<file path="src/rtl/uart_sink_if.sv">
// ---------------------------------------------------------------------------
// uart_sink_if
// Byte-stream and result bus between a UART receiver/consumer pair and the
// uart_sink accumulator.
//   i_data    [7:0]  received byte, qualified by i_valid
//   i_valid          one-cycle strobe, i_data valid this cycle
//   i_ack            consumer acknowledge of a DONE/ERROR result
//   o_sum     [31:0] running modulo-2^32 sum of accepted bytes
//   o_count   [CW]   number of bytes accepted, CW = $clog2(MESSAGE_LEN+1)
//   o_busy           message in progress
//   o_done           full message received, result pending
//   o_error          inter-byte timeout, result pending
//   o_overrun        sticky: byte arrived while a result was pending
// master: the side that feeds bytes and consumes results.
// slave : the uart_sink itself.
// ---------------------------------------------------------------------------
interface uart_sink_if #(
   parameter int MESSAGE_LEN = 512
) ();
   localparam int CW = $clog2(MESSAGE_LEN + 1);

   logic [7:0]    i_data;
   logic          i_valid;
   logic          i_ack;
   logic [31:0]   o_sum;
   logic [CW-1:0] o_count;
   logic          o_busy;
   logic          o_done;
   logic          o_error;
   logic          o_overrun;

   modport master (
      output i_data, i_valid, i_ack,
      input  o_sum, o_count, o_busy, o_done, o_error, o_overrun
   );

   modport slave (
      input  i_data, i_valid, i_ack,
      output o_sum, o_count, o_busy, o_done, o_error, o_overrun
   );
endinterface

</file>
<file path="src/rtl/uart_sink.sv">
// ---------------------------------------------------------------------------
// uart_sink
// Accumulates a fixed-length message of bytes from a UART receiver into a
// 32-bit wrapping sum and a byte count, flags completion or an inter-byte
// timeout, and holds the result until the consumer acknowledges it.
//   clk   sole clock, rising edge
//   rst   asynchronous, active-high reset
//   bus   uart_sink_if.slave (byte input, ack, sum/count/status outputs)
// Parameters:
//   MESSAGE_LEN  message length in bytes (1..65535)
//   TIMEOUT      inter-byte idle limit in clk cycles while receiving (>= 2)
//
// state    | meaning
// ---------+-------------------------------------------------------------
// ST_IDLE  | no message in progress, sum/count are zero
// ST_RECV  | message in progress, inter-byte timer running
// ST_DONE  | MESSAGE_LEN bytes accepted, result held until i_ack
// ST_ERROR | timer expired mid-message, partial result held until i_ack
// ---------------------------------------------------------------------------
module uart_sink #(
   parameter int MESSAGE_LEN = 512,
   parameter int TIMEOUT     = 100000
) (
   input  logic       clk,
   input  logic       rst,
   uart_sink_if.slave bus
);

   localparam int CW = $clog2(MESSAGE_LEN + 1);
   localparam int TW = $clog2(TIMEOUT);

   localparam logic [CW-1:0] LAST_IDX  = CW'(MESSAGE_LEN - 1);
   localparam logic [TW-1:0] TIMER_END = TW'(TIMEOUT - 1);

   typedef enum logic [1:0] {
      ST_IDLE  = 2'd0,
      ST_RECV  = 2'd1,
      ST_DONE  = 2'd2,
      ST_ERROR = 2'd3
   } state_t;

   state_t        state_q, state_d;
   logic [31:0]   sum_q, sum_d;
   logic [CW-1:0] count_q, count_d;
   logic [TW-1:0] timer_q, timer_d;
   logic          overrun_q, overrun_d;

   always_ff @(posedge clk or posedge rst) begin
      if (rst) begin
         state_q   <= ST_IDLE;
         sum_q     <= '0;
         count_q   <= '0;
         timer_q   <= '0;
         overrun_q <= 1'b0;
      end else begin
         state_q   <= state_d;
         sum_q     <= sum_d;
         count_q   <= count_d;
         timer_q   <= timer_d;
         overrun_q <= overrun_d;
      end
   end

   always_comb begin
      state_d   = state_q;
      sum_d     = sum_q;
      count_d   = count_q;
      timer_d   = timer_q;
      overrun_d = overrun_q;

      unique case (state_q)
         ST_IDLE: begin
            if (bus.i_valid) begin
               sum_d   = sum_q + 32'(bus.i_data);
               count_d = CW'(1);
               timer_d = '0;
               state_d = (MESSAGE_LEN == 1) ? ST_DONE : ST_RECV;
            end
         end

         ST_RECV: begin
            // A byte on the expiry cycle wins over the timeout.
            if (bus.i_valid) begin
               sum_d   = sum_q + 32'(bus.i_data);
               count_d = count_q + CW'(1);
               timer_d = '0;
               if (count_q == LAST_IDX) begin
                  state_d = ST_DONE;
               end
            end else if (timer_q == TIMER_END) begin
               state_d = ST_ERROR;
            end else begin
               timer_d = timer_q + TW'(1);
            end
         end

         ST_DONE, ST_ERROR: begin
            // Bytes are dropped while a result is pending; one that lands
            // together with the ack belongs to neither message.
            if (bus.i_ack) begin
               state_d   = ST_IDLE;
               sum_d     = '0;
               count_d   = '0;
               timer_d   = '0;
               overrun_d = 1'b0;
            end else if (bus.i_valid) begin
               overrun_d = 1'b1;
            end
         end

         default: begin
            state_d = ST_IDLE;
         end
      endcase
   end

   assign bus.o_sum     = sum_q;
   assign bus.o_count   = count_q;
   assign bus.o_busy    = (state_q == ST_RECV);
   assign bus.o_done    = (state_q == ST_DONE);
   assign bus.o_error   = (state_q == ST_ERROR);
   assign bus.o_overrun = overrun_q;

endmodule

</file>
<file path="src/flat_wrapper.sv">
// flat-port wrapper written by rule: the top's interface ports become plain ports
module uart_sink_flat 
#(
   parameter int MESSAGE_LEN = 512,
   parameter int TIMEOUT     = 100000
)
  (clk, rst, bus_i_data, bus_i_valid, bus_i_ack, bus_o_sum, bus_o_count, bus_o_busy, bus_o_done, bus_o_error, bus_o_overrun);
  uart_sink_if #(.MESSAGE_LEN(MESSAGE_LEN)) bus_i ();
  input  logic clk;
  input  logic rst;
  input wire logic [$bits(bus_i.i_data)-1:0] bus_i_data;
  input wire logic [$bits(bus_i.i_valid)-1:0] bus_i_valid;
  input wire logic [$bits(bus_i.i_ack)-1:0] bus_i_ack;
  output wire logic [$bits(bus_i.o_sum)-1:0] bus_o_sum;
  output wire logic [$bits(bus_i.o_count)-1:0] bus_o_count;
  output wire logic [$bits(bus_i.o_busy)-1:0] bus_o_busy;
  output wire logic [$bits(bus_i.o_done)-1:0] bus_o_done;
  output wire logic [$bits(bus_i.o_error)-1:0] bus_o_error;
  output wire logic [$bits(bus_i.o_overrun)-1:0] bus_o_overrun;
  assign bus_i.i_data = bus_i_data;
  assign bus_i.i_valid = bus_i_valid;
  assign bus_i.i_ack = bus_i_ack;
  assign bus_o_sum = bus_i.o_sum;
  assign bus_o_count = bus_i.o_count;
  assign bus_o_busy = bus_i.o_busy;
  assign bus_o_done = bus_i.o_done;
  assign bus_o_error = bus_i.o_error;
  assign bus_o_overrun = bus_i.o_overrun;
  uart_sink #(.MESSAGE_LEN(MESSAGE_LEN), .TIMEOUT(TIMEOUT)) u_core (.clk(clk), .rst(rst), .bus(bus_i));
endmodule
</file>
<file path="config.mk">
export PLATFORM = sky130hd
export DESIGN_NAME = uart_sink_flat
export DESIGN_NICKNAME = d
export VERILOG_FILES = /design/src/rtl/uart_sink_if.sv /design/src/rtl/uart_sink.sv /design/src/flat_wrapper.sv
export SDC_FILE = /design/constraint.sdc
export NUM_CORES = 1
export LEC_CHECK = 0
export BUFFER_PORTS_ARGS = -buffer_cell sky130_fd_sc_hd__buf_2
export CORE_ASPECT_RATIO = 1.2
export CORE_MARGIN = 5
export CORE_UTILIZATION = 55
export DETAILED_ROUTE_END_ITERATION = 8
export GPL_TIMING_DRIVEN = 0
export PLACE_DENSITY_LB_ADDON = 0.15
export REMOVE_ABC_BUFFERS = 1
export SYNTH_ARGS = -nofsm -noshare
export SYNTH_HDL_FRONTEND = slang
export SYNTH_SLANG_ARGS = --single-unit
</file>
<file path="constraint.sdc">
create_clock -name clk -period 3.39 [get_ports clk]
set_input_delay 0.678 -clock clk [delete_from_list [all_inputs] [get_ports clk]]
set_output_delay 0.678 -clock clk [all_outputs]
set_load 0.01 [all_outputs]
</file>
==> results of run 1 <==
==> routing by layer <==
layer,up-vias,wire length [um]
met3,7,409
met2,62,3560
met1,1434,3300
met4,0,104
li1,1454,-
met5,-,0
==> sequential cells by signal (all words and copies together) (netlist names) <==
signal / count
u_core.bus.o_sum: 32
u_core.timer_q: 17
u_core.bus.o_count: 10
u_core.state_q: 2
u_core.bus.o_overrun: 1
==> layout by cell type (no fill, tap or decap), types with 2 or more instances in the layout <==
cell type,n
xnor2_1,10
o21ai_1,2
a21o_1,3
dfrtp_1,62
a41oi_1,2
clkbuf_1,2
a21oi_1,23
or2_2,2
o31ai_1,6
a211oi_1,5
clkbuf_8,10
inv_1,9
o211ai_1,6
and3_1,5
buf_2,57
nor4_1,2
nand3_1,15
nand2_1,42
xor2_1,17
or3_1,16
nand4_1,5
and4_1,5
clkinv_2,3
a22o_1,4
o21ai_0,36
nor2b_1,4
nand2b_1,4
ha_1,10
nor2_1,38
nor3_1,5
and2_1,2
==> cell type report <==
| cell class | instances | area [um2] | area share, % |
|---|---|---|---|
| clock buffer | 12 | 145 | 3.69 |
| clock inverter | 4 | 22.5 | 0.572 |
| inverter | 10 | 37.5 | 0.953 |
| multi-input combinational | 291 | 1770 | 45.0 |
| sequential | 62 | 1550 | 39.4 |
| tap | 82 | 103 | 2.61 |
| timing repair buffer | 58 | 305 | 7.75 |
==> power by group through the flow <==
stage                     registers (mW)  logic, mW  clock network (mW)
after floorplan                    0.979      0.534                   0
after global placement             0.962      0.777                   0
after detailed placement           0.967      0.797                   0
after CTS                          0.954      0.809               0.580
after global routing               0.975      0.900               0.616
final                              0.955      0.796               0.565
==> critical path: stages <==
cell	delay (ps)
buf_2	80
ha_1	190
inv_1	70
fa_1	410
and2b_1	230
o211ai_1	120
a2111oi_2	640
o21ai_1	390
or3_1	430
a21oi_1	150
==> cells by family (layout without fill, tap and decap cells) <==
| family | after synthesis | after routing | synth area share, % |
|---|---|---|---|
| simple gates | 156 | 156 | 23.2 |
| compound gates | 97 | 97 | 17.5 |
| flops | 62 | 62 | 45.5 |
| xor+xnor | 27 | 27 | 6.93 |
| buf+inv | 21 | 84 | 2.64 |
| fa+ha+maj | 11 | 11 | 4.26 |
==> worst paths after layout <==
| kind | end | slack (ps) |
|---|---|---|
| setup / recovery | u_core.bus.o_sum[28]$_DFFE_PP0P_ | 270 |
| hold / removal | u_core.bus.o_sum[30]$_DFFE_PP0P_ | 470 |
| setup reg to reg | u_core.bus.o_sum[28]$_DFFE_PP0P_ | 280 |
| hold reg to reg | u_core.timer_q[15]$_DFFE_PP0P_ | 490 |
| max in group asynchronous | u_core.state_q[0]$_DFFE_PP0P_ | 2310 |
| min in group clk | u_core.timer_q[15]$_DFFE_PP0P_ | 490 |
==> through the flow <==
step	total power, mW	utilization (%)	hold WS [ps]	worst slack [ps]
after global placement	1.74	61.9	475	-297
after floorplan	1.51	-	437	423
after global routing	2.49	65.1	490	20.4
after detailed placement	1.76	62.2	476	-375
final	2.32	65.1	470	269
after CTS	2.34	65.0	485	139
==> cells in the mapped netlist, types with 3 or more instances <==
cell,number
nand2_1,42
o211ai_1,6
a21o_1,3
nand2b_1,4
nor2b_1,5
o21ai_0,36
dfrtp_1,62
a211oi_1,5
and2_1,3
nand3_1,15
nor2_1,38
and4_1,5
and3_1,5
a22o_1,4
nor3_1,5
a21oi_1,23
o31ai_1,6
xnor2_1,10
nand4_1,5
or3_1,16
xor2_1,17
inv_1,10
clkbuf_1,7
buf_2,3
ha_1,10
==> timing repair <==
item,4_1_cts,5_1_grt
resized for setup,1,1
endpoints found under the setup margin,5,5
pin swaps,0,0
hold buffers,0,0
==> flow_summary.json, run 1 <==
{
  "drtIter0Drc": 117,
  "drtAntennaViolNets": 0,
  "power.share.clock_pct": 24.4,
  "holdCritPathClass": "in2async",
  "p_leak_nw": 1.81,
  "cts.sinks": 62,
  "wire_per_inst_um": 14.2,
  "arrival_ps": 3380,
  "critPathLaunch": "bus_i_data[0]",
  "path_class": "in2reg",
  "grt_busiest_layer": "met2",
  "grt_pass1_vias": 2837,
  "fin_crit_sh_pct": 92.1,
  "first_pass_iters": 4,
  "cap_viol_max_count": 0,
  "die_y_um": 96.3,
  "critPathMaxFanout": 11,
  "synth.largest_area_cell": "dfrtp_1",
  "r2r_start": "u_core.bus.o_sum[0]$_DFFE_PP0P_",
  "rsz0062_at_grt": "no",
  "core_um2": 6050,
  "drive_gt1_share_pct": 18.8,
  "final-hold-violation-count": 0,
  "synth_top_area_share_pct": 45.5,
  "insertion_delay_ps": 340,
  "die_x_um": 81.9,
  "cts_buffers": 9,
  "overflow": 0,
  "cp-start-kind": "primary input",
  "io_buffers": 57,
  "synth_area_leaders": "dfrtp_1 (45%), o21ai_0 (5.3%), nand2_1 (4.6%), xor2_1 (4.4%), nor2_1 (4.2%)",
  "fillerInstances": 511,
  "ir_worst_vdd_uv": 372,
  "fin_cells": 519,
  "syn_avg_cell_area_um2": 9.12,
  "synthFlopType": "dfrtp_1",
  "power_density_nw_per_um2": 588,
  "cts_tree": "done",
  "die-area_um2": 7880,
  "synthDistinctLibCells": 50,
  "dpl_cell_area_um2": 3770,
  "pwr-share-seq_pct": 41.2,
  "status": "finished, final reports clean",
  "synth_edf_count": 0,
  "skew_ps": 8.71,
  "rows": 31,
  "clkSlewWorstSetupHoldPaths_ps": 70,
  "yosys_warnings": 0,
  "cts_setup_buffers": 0,
  "finalCriticalPeriod_ps": 3120,
  "antenna_cells": 0,
  "p_sw_uw": 873,
  "initial_core_util_pct": 56.4,
  "endpoint_kind": "flip-flop",
  "final_area_um2": 3940,
  "grtUsageMet2_pct": 33.4,
  "synthesis.area_um2": 3410,
  "setup_violations": 0,
  "p_comb_share_pct": 34.4,
  "clock_path_buffers": 2,
  "critical_path_required_ps": 3650,
  "io_pins": 58,
  "via_count": 2957,
  "async_flop_share_pct": 100,
  "remaining_drc_errors": 0,
  "ys_ff_latch": 62,
  "grt_use_met1_pct": 27.0,
  "grt_antenna_before_repair": 0,
  "place.gp.congestion": 0.841,
  "avgViaCountPerCell": 5.70,
  "dp.cells": 503,
  "syn_to_final_growth_pct": 15.4,
  "fmax_mhz": 320,
  "cts_max_level": 3,
  "root_buffer": "clkbuf_8",
  "r2r_cells": 9,
  "syn_inst": 374,
  "slew_violations": 0,
  "p_sw_share_pct": 37.7,
  "totalWireLength_um": 7380,
  "internal_power_mw": 1.44,
  "grt_max_degree": 36,
  "grt_pass1_wl_um": 12800,
  "fin_nets": 455,
  "setup_tns_ps": 0,
  "slew_headroom_pct": 29.0,
  "worstMarginPinSlew_ps": 1060,
  "grt_use_met3_pct": 4.49,
  "synth_seq_area_share_pct": 45.5,
  "hpwl_um": 5340,
  "grt_usage_pct": 20.8
}
(Power assumes the default switching activity.)
==> run 2: changes to the inputs <==
Settings changed: ABC_AREA from default to 1.
==> run 2 against run 1 <==
Non-clock buffer count stayed put. Final cell count is 45% higher. Via count is 43% higher. Sequential power is 2.3% lower. Utilization is 0.62 points lower. Sequential share of layout area is 6.5 points lower. Combinational power is 22% higher. Register-to-register slack better by 810 ps.
==> flow_summary.json, run 2 <==
{
  "syn_to_final_growth_pct": 12.8,
  "fin_nets": 681,
  "avgViaCountPerCell": 5.63,
  "yosys_warnings": 0,
  "die_y_um": 106,
  "totalWireLength_um": 10700,
  "synth_area_leaders": "dfrtp_1 (37%), nand2_1 (15%), nor2_1 (7.2%), inv_1 (6.8%), nand4_1 (6.0%)",
  "holdCritPathClass": "in2async",
  "die_x_um": 89.6,
  "slew_violations": 0,
  "fin_hold_ws_ps": 450,
  "largest_reg_flops": 32,
  "cts_max_level": 3,
  "ir_worst_vdd_uv": 459,
  "synth_top_area_share_pct": 37.1,
  "place.gp.congestion": 0.960,
  "slew_headroom_pct": 52.7,
  "status": "finished, final reports clean",
  "synth_commonest_cells": "nand2_1 (170), nor2_1 (80), inv_1 (76)",
  "syn_inst": 600,
  "fillerInstances": 665,
  "overflow": 0,
  "grt_usage_pct": 23.8,
  "post_cts_resized": 0,
  "power.share.clock_pct": 25.7,
  "critPathSlowestCell": "dfrtp_1",
  "cts_tree": "done",
  "cts.sinks": 62,
  "path_cells": "inv_2 > nand2_1 > inv_1 > buf_2",
  "insertion_delay_ps": 340,
  "internal_power_mw": 1.48,
  "remaining_drc_errors": 0,
  "synthDistinctLibCells": 42,
  "cts_setup_buffers": 0,
  "seq_area_um2": 1550,
  "io_pins": 58,
  "async_flop_share_pct": 100,
  "multiInputGateArea_um2": 2250,
  "max_stage_delay_ps": 460,
  "core_um2": 7320,
  "io_buffers": 57,
  "p_sw_mw": 1.08,
  "setup_violations": 0,
  "root_buffer": "clkbuf_8",
  "power_density_nw_per_um2": 543,
  "ys_ff_latch": 62,
  "via_count": 4230,
  "synthesis.area_um2": 4180,
  "rows": 34,
  "synth_seq_area_share_pct": 37.1,
  "postCtsHoldBufs": 0,
  "grt_max_degree": 33,
  "wire_per_inst_um": 14.2,
  "final-hold-violation-count": 0,
  "syn_avg_cell_area_um2": 6.97,
  "endpoint_kind": "primary output",
  "setup_tns_ps": 0,
  "synth_edf_count": 0,
  "cp-start-kind": "flip-flop",
  "antenna_cells": 0,
  "clkSlewWorstSetupHoldPaths_ps": 70,
  "fmax_mhz": 412,
  "grt_busiest_layer": "met2",
  "grt_use_met3_pct": 3.43,
  "grt_antenna_before_repair": 0,
  "grtUsageMet2_pct": 41.9,
  "finalCriticalPeriod_ps": 2430,
  "p_leak_nw": 2.42,
  "critPathMaxFanout": 15,
  "rsz0062_at_grt": "no",
  "final_cell_mix": "nand2_1 (170), nor2_1 (80), inv_1 (75)",
  "drtIter0Drc": 195,
  "die-area_um2": 9450,
  "grt_pass1_wl_um": 18200,
  "drtAntennaViolNets": 0,
  "worstMarginPinSlew_ps": 708,
  "hpwl_um": 7850,
  "final_common_cell": "nand2_1",
  "p_comb_share_pct": 37.9,
  "skew_ps": 7.04,
  "clock_path_buffers": 2,
  "first_pass_iters": 4,
  "path_class": "reg2out",
  "grt_pass1_vias": 4086,
  "fin_crit_sh_pct": 71.6,
  "critical_path_required_ps": 2710,
  "cts_buffers": 9,
  "drive_gt1_share_pct": 16.5,
  "initial_core_util_pct": 57.1,
  "synthFlopType": "dfrtp_1",
  "grt_use_met1_pct": 28.7,
  "synth_most_common_cell": "nand2_1",
  "arrival_ps": 1750,
  "synth.largest_area_cell": "dfrtp_1",
  "pwr-share-seq_pct": 36.4,
  "cap_viol_max_count": 0,
  "p_sw_share_pct": 42.2
}
run 2: kinds of logic (layout without fill, tap and decap cells):
group                      Yosys count  count (layout)  share of synthesized area [%]
DFF                                 62              62                           37.1
and+or+nand+nor                    378             378                           41.5
buffers and inverters               91             153                           8.95
AOI/OAI and AO/OA                   54              54                           8.08
adders and majority gates           11              11                           3.47
xor gates and xnor gates             4               4                          0.838
run 2: path summary, 6_finish.rpt:
check | startpoint | endpoint | slack (ps) | cells after the start
max | u_core.state_q[1]$_DFFE_PP0P_ | bus_o_busy | 960 | 4
min | rst | u_core.bus.o_sum[7]$_DFFE_PP0P_ | 450 | 2
max reg2reg | u_core.state_q[1]$_DFFE_PP0P_ | u_core.timer_q[8]$_DFFE_PP0P_ | 1090 | 7
min reg2reg | u_core.bus.o_sum[5]$_DFFE_PP0P_ | u_core.bus.o_sum[5]$_DFFE_PP0P_ | 520 | 2
max in group asynchronous | rst | u_core.timer_q[16]$_DFFE_PP0P_ | 2330 | 3
min in group clk | u_core.bus.o_sum[5]$_DFFE_PP0P_ | u_core.bus.o_sum[5]$_DFFE_PP0P_ | 520 | 2
run 2: critical path, delay by kind of cell (launching register included):
family	cells	cell delay (ps)
simple gates	1	140
buf+inv	3	800
flops	1	460
run 2: power by group through the flow:
stage / registers, mW / clock network [mW] / logic (mW)
2_1_floorplan: 0.957 / 0 / 0.643
3_3_place_gp: 0.937 / 0 / 0.939
3_5_place_dp: 0.944 / 0 / 0.964
4_1_cts: 0.931 / 0.664 / 0.968
5_1_grt: 0.948 / 0.698 / 1.10
6_report: 0.933 / 0.658 / 0.969
run 2: metal layers:
layer	vias up	part of all wire, %
met4	0	1.7
met5	-	0
li1	2078	-
met2	148	52
met1	1983	42
met3	21	4.8
run 2: final cells by class:
| cell class | instances | area share, % |
|---|---|---|
| inverters | 80 | 6.42 |
| well taps | 90 | 2.39 |
| clock buffers | 11 | 3.00 |
| repair buffers | 58 | 6.47 |
| flip-flops and latches | 62 | 32.9 |
| multi-input cells | 447 | 47.8 |
| clock inverters | 4 | 1.01 |
run 2: through the flow:
step / worst slack [ps] / total power [mW] / cell area [um2] / utilization (%) / instances
2_1_floorplan: 1170 / 1.60 / 4110 / - / 589
3_3_place_gp: 317 / 1.88 / 4510 / 61.6 / 736
3_5_place_dp: 823 / 1.91 / 4530 / 61.9 / 737
4_1_cts: 968 / 2.56 / 4720 / 64.4 / 752
5_1_grt: 855 / 2.75 / 4720 / 64.4 / 752
6_report: 961 / 2.56 / 4720 / 64.4 / 752
